--- src/rtl/key_entry_ctrl.sv ---
// Keypad-to-display sequencing controller: editable right-aligned digit buffer,
// commit/view handling and blinking empty prompt. All outputs are registered.
module key_entry_ctrl #(
  parameter int unsigned DIGITS    = 8,
  parameter int unsigned BLINK_DIV = 25000000
) (
  input  logic                  CLK,
  input  logic                  RST,
  input  logic [3:0]            KEY_Value,
  input  logic                  Value_en,
  output logic [4*DIGITS-1:0]   DISP_DATA,
  output logic [DIGITS-1:0]     DISP_MASK,
  output logic [4*DIGITS-1:0]   COMMIT_VAL,
  output logic [3:0]            COMMIT_CNT,
  output logic                  COMMIT_P,
  output logic                  OVF_P,
  output logic                  VIEW
);

  localparam int unsigned W  = 4 * DIGITS;
  localparam int unsigned CW = $clog2(DIGITS + 1);
  localparam int unsigned BW = $clog2(BLINK_DIV);

  typedef enum logic {StEdit, StShow} state_e;

  state_e              state_q, state_d;
  logic [3:0]          key_q;
  logic                en_q;
  logic [W-1:0]        buf_q, buf_d;
  logic [CW-1:0]       cnt_q, cnt_d;
  logic [W-1:0]        cval_q, cval_d;
  logic [CW-1:0]       ccnt_q, ccnt_d;
  logic [BW-1:0]       blink_q, blink_d;
  logic                phase_q, phase_d;
  logic                commit_p_q, commit_p_d;
  logic                ovf_p_q, ovf_p_d;
  logic [W-1:0]        disp_data_q, disp_data_d;
  logic [DIGITS-1:0]   disp_mask_q, disp_mask_d;
  logic                accept;

  // Key events are registered first so that every output shows a key one full
  // cycle after it was sampled.
  always_comb begin
    state_d    = state_q;
    buf_d      = buf_q;
    cnt_d      = cnt_q;
    cval_d     = cval_q;
    ccnt_d     = ccnt_q;
    commit_p_d = 1'b0;
    ovf_p_d    = 1'b0;
    accept     = 1'b0;

    if (blink_q == BW'(BLINK_DIV - 1)) begin
      blink_d = '0;
      phase_d = ~phase_q;
    end else begin
      blink_d = blink_q + BW'(1);
      phase_d = phase_q;
    end

    if (en_q) begin
      if (key_q <= 4'd9) begin
        if (cnt_q < CW'(DIGITS)) begin
          buf_d  = {buf_q[W-5:0], key_q};
          cnt_d  = cnt_q + CW'(1);
          accept = 1'b1;
        end else begin
          ovf_p_d = 1'b1;
        end
      end else begin
        case (key_q)
          4'hA: begin
            if (cnt_q != '0) begin
              buf_d  = {4'h0, buf_q[W-1:4]};
              cnt_d  = cnt_q - CW'(1);
              accept = 1'b1;
            end
          end
          4'hB: begin
            buf_d  = '0;
            cnt_d  = '0;
            accept = 1'b1;
          end
          4'hC: begin
            cval_d     = buf_q;
            ccnt_d     = cnt_q;
            commit_p_d = 1'b1;
            buf_d      = '0;
            cnt_d      = '0;
            accept     = 1'b1;
          end
          4'hD: begin
            state_d = (state_q == StEdit) ? StShow : StEdit;
            accept  = 1'b1;
          end
          default: ;
        endcase
      end
      // Any editing key drops back to the edit view; that alone counts as accepted.
      if (key_q <= 4'hC && state_q == StShow) begin
        state_d = StEdit;
        accept  = 1'b1;
      end
    end

    if (accept) begin
      blink_d = '0;
      phase_d = 1'b1;
    end

    disp_mask_d = '0;
    if (state_d == StShow) begin
      disp_data_d = cval_d;
      for (int unsigned i = 0; i < DIGITS; i++) begin
        disp_mask_d[i] = (i < 32'(ccnt_d));
      end
      if (ccnt_d == '0) disp_mask_d[0] = 1'b1;
    end else if (cnt_d != '0) begin
      disp_data_d = buf_d;
      for (int unsigned i = 0; i < DIGITS; i++) begin
        disp_mask_d[i] = (i < 32'(cnt_d));
      end
    end else begin
      disp_data_d    = '0;
      disp_mask_d[0] = phase_d;
    end
  end

  always_ff @(posedge CLK or posedge RST) begin
    if (RST) begin
      state_q     <= StEdit;
      key_q       <= '0;
      en_q        <= 1'b0;
      buf_q       <= '0;
      cnt_q       <= '0;
      cval_q      <= '0;
      ccnt_q      <= '0;
      blink_q     <= '0;
      phase_q     <= 1'b1;
      commit_p_q  <= 1'b0;
      ovf_p_q     <= 1'b0;
      disp_data_q <= '0;
      disp_mask_q <= DIGITS'(1);
    end else begin
      state_q     <= state_d;
      key_q       <= KEY_Value;
      en_q        <= Value_en;
      buf_q       <= buf_d;
      cnt_q       <= cnt_d;
      cval_q      <= cval_d;
      ccnt_q      <= ccnt_d;
      blink_q     <= blink_d;
      phase_q     <= phase_d;
      commit_p_q  <= commit_p_d;
      ovf_p_q     <= ovf_p_d;
      disp_data_q <= disp_data_d;
      disp_mask_q <= disp_mask_d;
    end
  end

  assign DISP_DATA  = disp_data_q;
  assign DISP_MASK  = disp_mask_q;
  assign COMMIT_VAL = cval_q;
  assign COMMIT_CNT = 4'(ccnt_q);
  assign COMMIT_P   = commit_p_q;
  assign OVF_P      = ovf_p_q;
  assign VIEW       = (state_q == StShow);

endmodule

--- config.mk ---
export PLATFORM = sky130hd
export DESIGN_NAME = key_entry_ctrl
export DESIGN_NICKNAME = d
export VERILOG_FILES = /design/src/rtl/key_entry_ctrl.sv
export SDC_FILE = /design/constraint.sdc
export NUM_CORES = 1
export LEC_CHECK = 0
export BUFFER_PORTS_ARGS = -buffer_cell sky130_fd_sc_hd__clkbuf_2
export CAP_MARGIN = 25
export CORE_ASPECT_RATIO = 0.6
export CORE_MARGIN = 5
export CORE_UTILIZATION = 30
export CTS_CLUSTER_DIAMETER = 80
export DETAILED_ROUTE_END_ITERATION = 12
export PLACE_DENSITY = 0.51
export SLEW_MARGIN = 15
export SYNTH_ARGS = -nofsm -noshare
export SYNTH_HDL_FRONTEND = slang
export SYNTH_SLANG_ARGS = --single-unit
--- constraint.sdc ---
create_clock -name CLK -period 9.3 [get_ports CLK]
set_input_delay 0.465 -clock CLK [delete_from_list [all_inputs] [get_ports CLK]]
set_output_delay 0.465 -clock CLK [all_outputs]
set_load 0.01 [all_outputs]
After elaboration in Yosys (flattened, before gate mapping)
Index checks and enable logic that the tools add are counted.

word-level totals
  bits in registers = 146
  input bits = 7
  output and inout port bits = 79
  logic and storage cells = 90

cells by class
  add/subtract/negate cells = 3
  order comparisons = 19
  eq/ne operators = 5
  multiplexer cells = 43
  bitwise logic cells = 1
  reduce and logical (&&, ||, !) cells = 6

operators with widths
  operator                                                count
  two-way mux 32 bit                                      9
  one-hot mux 32 bit (2 select lines)                     1
  two-way mux 25 bit                                      2
  < comparator 3 x 4 -> 1 bit (first input constant)      8
  two-way mux 4 bit                                       7
  adder 25 x 1 -> 25 bit (second input constant)          1
  == test 25 bit (second input constant)                  1
  two-way mux 1 bit                                       20
  == test 4 bit (second input constant)                   4
  < comparator 1 x 4 -> 1 bit (first input constant)      4
  < comparator 2 x 4 -> 1 bit (first input constant)      4
  less-or-equal comparator 4 bit (second input constant)  2
  two-way mux 8 bit                                       1
  one-hot mux 4 bit (2 select lines)                      1
  nonzero test 4 bit                                      2
  two-way mux 7 bit                                       1
  adder 4 x 1 -> 4 bit (second input constant)            1
  logical NOT 4 bit                                       1
  < comparator 4 bit (second input constant)              1
  subtractor 4 x 1 -> 4 bit (second input constant)       1
  OR reduction 3 bit                                      1
  one-hot mux 1 bit (2 select lines)                      1
  OR reduction 2 bit                                      1
  logical AND 1 bit                                       1
  inverter 1 bit                                          1

Longest topological paths before layout
  depth in word-level cells = 9
  gate-level depth with buffers = 11
  gate-level depth less buffers = 8

Worst setup path before layout
OpenSTA, ideal clock, no wires.

  path kind = reg-to-reg
  start point = register cnt_q[0]
  end point = register disp_data_q[0] (netlist: DISP_DATA[0])
  setup time = 0.140 ns
  data arrival time = 2.446 ns
  required time = 9.160 ns
  path slack = 6.714 ns
  stages on the path, launching flop included = 11
  path buffers = 2
  clock period less this slack = 2.586 ns
  path through = dfrtp_1 > inv_1 > ha_1 > or3b_1 > buf_6 > and3_4 > a221o_1 > nor2_4 > nor4b_4 > buf_6 > a211oi_2

on the way
  cells in the longest elaborated chain, start to end = 8
  elaborated cells between the ends (all ways) = 17
  those cells by class = add/sub (2); order compare (1); mux (12); reduce/logical (2)

RTL lines
  what                                                             RTL line  RTL
  start, declared                                                  30        logic [CW-1:0] cnt_q, cnt_d;
  start signal, assigned                                           149       cnt_q <= cnt_d;
  subtractor 4 x 1 -> 4 bit or nonzero test 4 bit (tied branches)  75, 73
  two-way mux 4 bit                                                73        if (cnt_q != '0) begin
  one-hot mux 4 bit (2 select lines)                               71        case (key_q)
  two-way mux 4 bit *                                              62        if (key_q <= 4'd9) begin
  two-way mux 4 bit *                                              61        if (en_q) begin
  named net cnt_d[3]                                               30
  nonzero test 4 bit *                                             118       end else if (cnt_d != '0) begin
  two-way mux 32 bit *                                             118
  two-way mux 32 bit *                                             112       if (state_d == StShow) begin
  named net disp_data_d[0]                                         37        logic [W-1:0] disp_data_q, disp_data_d;
  end signal, assigned                                             156       disp_data_q <= disp_data_d;
  end, declared                                                    37

The timed path passes the listed nets; every way through them passes the cells marked *.

Worst setup path after layout
  start point = register cnt_q[1]
  end point = register disp_data_q[1] (netlist: DISP_DATA[1])

on the way
  cells in the longest elaborated chain, start to end = 8
  elaborated cells between the ends (all ways) = 17
  those cells by class = add/sub (2); order compare (1); mux (12); reduce/logical (2)

RTL lines
  what                                                                        RTL line
  parallel branches: the longest is 3 deep, another holds < comparator 4 bit  -
  two-way mux 4 bit *                                                         62
  two-way mux 4 bit *                                                         61
  named net cnt_d[0]                                                          30
  nonzero test 4 bit *                                                        118
  two-way mux 32 bit *                                                        118
  two-way mux 32 bit *                                                        112
  named net disp_data_d[1]                                                    37

Mark *: on every way through the listed nets, which the timed path passes.

==> results.md <==
- Status: complete, no violations
- Cell taking the most area after synthesis: dfrtp_1
- DP HPWL: 12.36 mm
- R2r endpoint: DISP_DATA[1]
- Synth Area in Compound Gates: 0.1633
- Hold/Removal Path Class: input port to flip-flop
- Register area share after synthesis: 0.5529
- Mux share of post-synthesis cell area: 0.02971
- Seq pwr share: 0.422
- CP bufs+invs: 2
- Hold Path Depth: 1
- Starting Density: 0.3025
- P_leak: 3.624 nW
- Ant diodes: 0
- Max frequency: 242.3 MHz
- DRT iter0 DRCs: 535
- Core ar.: about 22000 sq um
- Drt wl/cell: 17.75 um
- Area delta synth->final: 19.74%
- Clock Latency Late Sink: 0.43 ns
- Post_cts resized: 0
- Simple-gate share of the synthesized area: 0.1606
- Switch Pwr: 0.6739 mW
- Hold endpoint: key_q[0]
- Post-place setup slack: 5.262 ns
- Async SR Flop Fraction: 1.000
- Final setup vio count: 0
- Post-Syn Nets: around 650
- Rel. slew slack: 0.3687
- Pint: between 1 and 1.5 mW
- Initial antenna violation count: 0
- Unrepaired setup endpoints after global routing: false
- Critical Path RT: 9.59 ns
- Synth top cells by count: 144 x dfrtp_1, 94 x nand2_1, 54 x nor2_1
- Final net count: around 720
- First-pass GRT wire length: 28.89 mm
- Max Cap Viol: 0
- Net Sw Frac: 0.3160
- Xor and xnor area share after synthesis: 0.03311
- CTS tree: built
- Placed insts: 972
- Hold Startpoint: KEY_Value[0]
- DRC: 0
- Post-CTS setup repair buffer count: 0
- Post-Synth Adder-Cell Area: 0.005676
- Most frequent cell after synthesis: dfrtp_1
- Crit path launch type: flip-flop
- Critical Path End Type: flip-flop
- Largest family of logic cells by synthesized area: compound AO/OA/AOI/OAI gates
- Crit path DAT: 4.41 ns
- Via density: around 5.0
- Final Hold Fails: 0
- Clock-pin slew on the worst setup and hold paths: 0.07 ns
- Synth cell types: between 50 and 60
- Placer congestion estimate: slightly above 0.8
- Sinks on Clock Net: around 150
- Final Cell Area: 7918 sq um
- Setup tns final: 0 ns
- Setup CP Type: flip-flop to flip-flop
- Root Driver: clkbuf_16
- Top area cells in the synthesized netlist: dfrtp_1 54%, nand2_1 5.3%, o221a_2 4.1%, nor2_1 3.1%, o311ai_0 3.0%
- Clock skew: 0.01249 ns
- Crit path max fanout: 33
- CP max-delay cell: or3b_1
- Synth warn: 0
- Cells after Synth: 641
- 1st-pass router iterations: 6
- CTS Hold Buffers Added: 0
- Die area: 25210 sq um
- Setup ws final: ~5.2 ns
- Max VDD drop: 0.0001091 V
- Final ANT Viol Nets: 0
- Die height: around 130 um
- WHS: around 0.15 ns
- IO buf count: 85
- Share of layout cells above drive strength 1: 0.2559
- Final Instance Count excl. Fillers: 1005
- Top FF cell, synth: dfrtp_1
- H-tree lvl count: 4
- Crit path cell chain: inv_1 > ha_1 > or3b_1 > and2_1 > o21ai_2 > mux2_2 > nor4b_4 > buf_4 > nor3_1
- R2r worst-path depth: 9
- Post-synth EDFFs: 0
- DRT Wirelength: 17.83 mm
- Delay-heaviest family, CP: simple AND/OR/NAND/NOR gates
- Flop-to-flop setup slack: 5.17 ns
- I/O pin count: 86
- Crit path largest cell delay: 0.81 ns
- GRT Residual Overflow: 0
- Slew Viols, Final: 0
- Slew @ Worst Pin: 0.9469 ns
- Core Rows: 42
- Power share of the clock group: 0.364
- R2R Path Start: cnt_q[1]
- Pin count of the biggest net entering global routing: 94
- Placed Area: 7238 sq um
- Flops & latches, synth: ~150
- Number of global-route vias before repair: 4897
- Synth Cell Area: ~6600 sq um
- Syn_area_per_cell: 10.32 sq um
- Routed vias: 4976
- Die X-Extent: 201.7 um
- GRT Overall Usage: 0.1437
- Final period utilization: 0.4437
- Combinational fraction of design power: 0.214
- Final min period: 4.127 ns
- Number of buffers created by CTS: 17
- Top cell type's share of synthesized area: 0.5449
- Bufs on Longest Clock Path: 2
- Power Density: 269.3 nW/um^2
[flip-flops by register name (all words and copies together) (netlist names), 4 cells and up]
register,flops
blink_q,25
COMMIT_CNT,4
buf_q,32
key_q,4
DISP_DATA,32
DISP_MASK,8
cnt_q,4
COMMIT_VAL,32
[power groups by stage]
stage	Clock (mW)	Combinational, mW	Sequential [mW]
2_1_floorplan	0	0.249	0.917
3_3_place_gp	0	0.462	0.911
3_5_place_dp	0	0.462	0.908
4_1_cts	0.792	0.465	0.899
5_1_grt	0.826	0.511	0.917
6_report	0.776	0.457	0.900
[layout by cell type (no fill, tap or decap), types with 3 or more instances in the layout]
cell type	instances
mux2_2	13
o221a_2	24
o21ai_0	30
nand4_1	7
o211ai_1	6
nor3b_1	3
buf_4	6
bufinv_16	5
clkbuf_16	17
o311ai_0	23
clkinv_4	4
mux2i_1	5
inv_6	5
a22o_1	8
nor2_1	54
inv_1	34
nand2_1	94
a21oi_2	8
ha_1	3
a21oi_1	20
nor3_1	10
and3_1	3
nand3_1	35
xor2_1	12
clkbuf_2	85
xnor2_1	13
a22oi_1	4
dfrtp_1	144
[metrics by stage]
step,power (mW),utilization
after CTS,2.156,0.3615
after global routing,2.254,0.3622
final,2.132,0.3622
after floorplan,1.166,-
after global placement,1.373,0.3308
after detailed placement,1.370,0.3311
[metal layers]
metal  track usage  up-vias  routed length [um]
li1              -     2387                   -
met1        0.2344     2452                9596
met2        0.1839      126                6926
met3       0.04322       11                1185
met4       0.02731        0                 125
met5             0        -                   0
[cell type report]
type / count / area (sq um)
repair buffers: 92 / 485.5
fillers: 2207 / 13940
clock buffers: 18 / 439.2
multi-input cells: 414 / 2618
clock inverters: 14 / 225.2
flip-flops and latches: 146 / 3656
inverters: 35 / 136.4
well taps: 286 / 357.8
[how the worst max path moves through the flow]
stage / start / endpoint / slack, ns / cells past startpoint
5_1_grt: cnt_q[1] / DISP_DATA[29] / 4.91 / 9
3_5_place_dp: cnt_q[1] / DISP_DATA[2] / 5.26 / 9
3_3_place_gp: cnt_q[1] / DISP_DATA[1] / 5.29 / 9
4_1_cts: cnt_q[1] / DISP_DATA[1] / 5.25 / 9
6_report: cnt_q[1] / DISP_DATA[1] / 5.17 / 9
2_1_floorplan: RST / COMMIT_CNT[0] / 4.92 / 1
[cells by family (layout without fill, tap and decap cells)]
| family | Yosys count | in the layout |
|---|---|---|
| adder cells (fa/ha/maj) | 3 | 3 |
| XOR/XNOR | 25 | 25 |
| AND/OR/NAND/NOR | 228 | 228 |
| buffers and inverters | 81 | 159 |
| AO/OA/AOI/OAI | 140 | 140 |
| flip-flops | 146 | 146 |
| multiplexers | 18 | 18 |
Note: power is estimated with default switching activity, not from simulation.
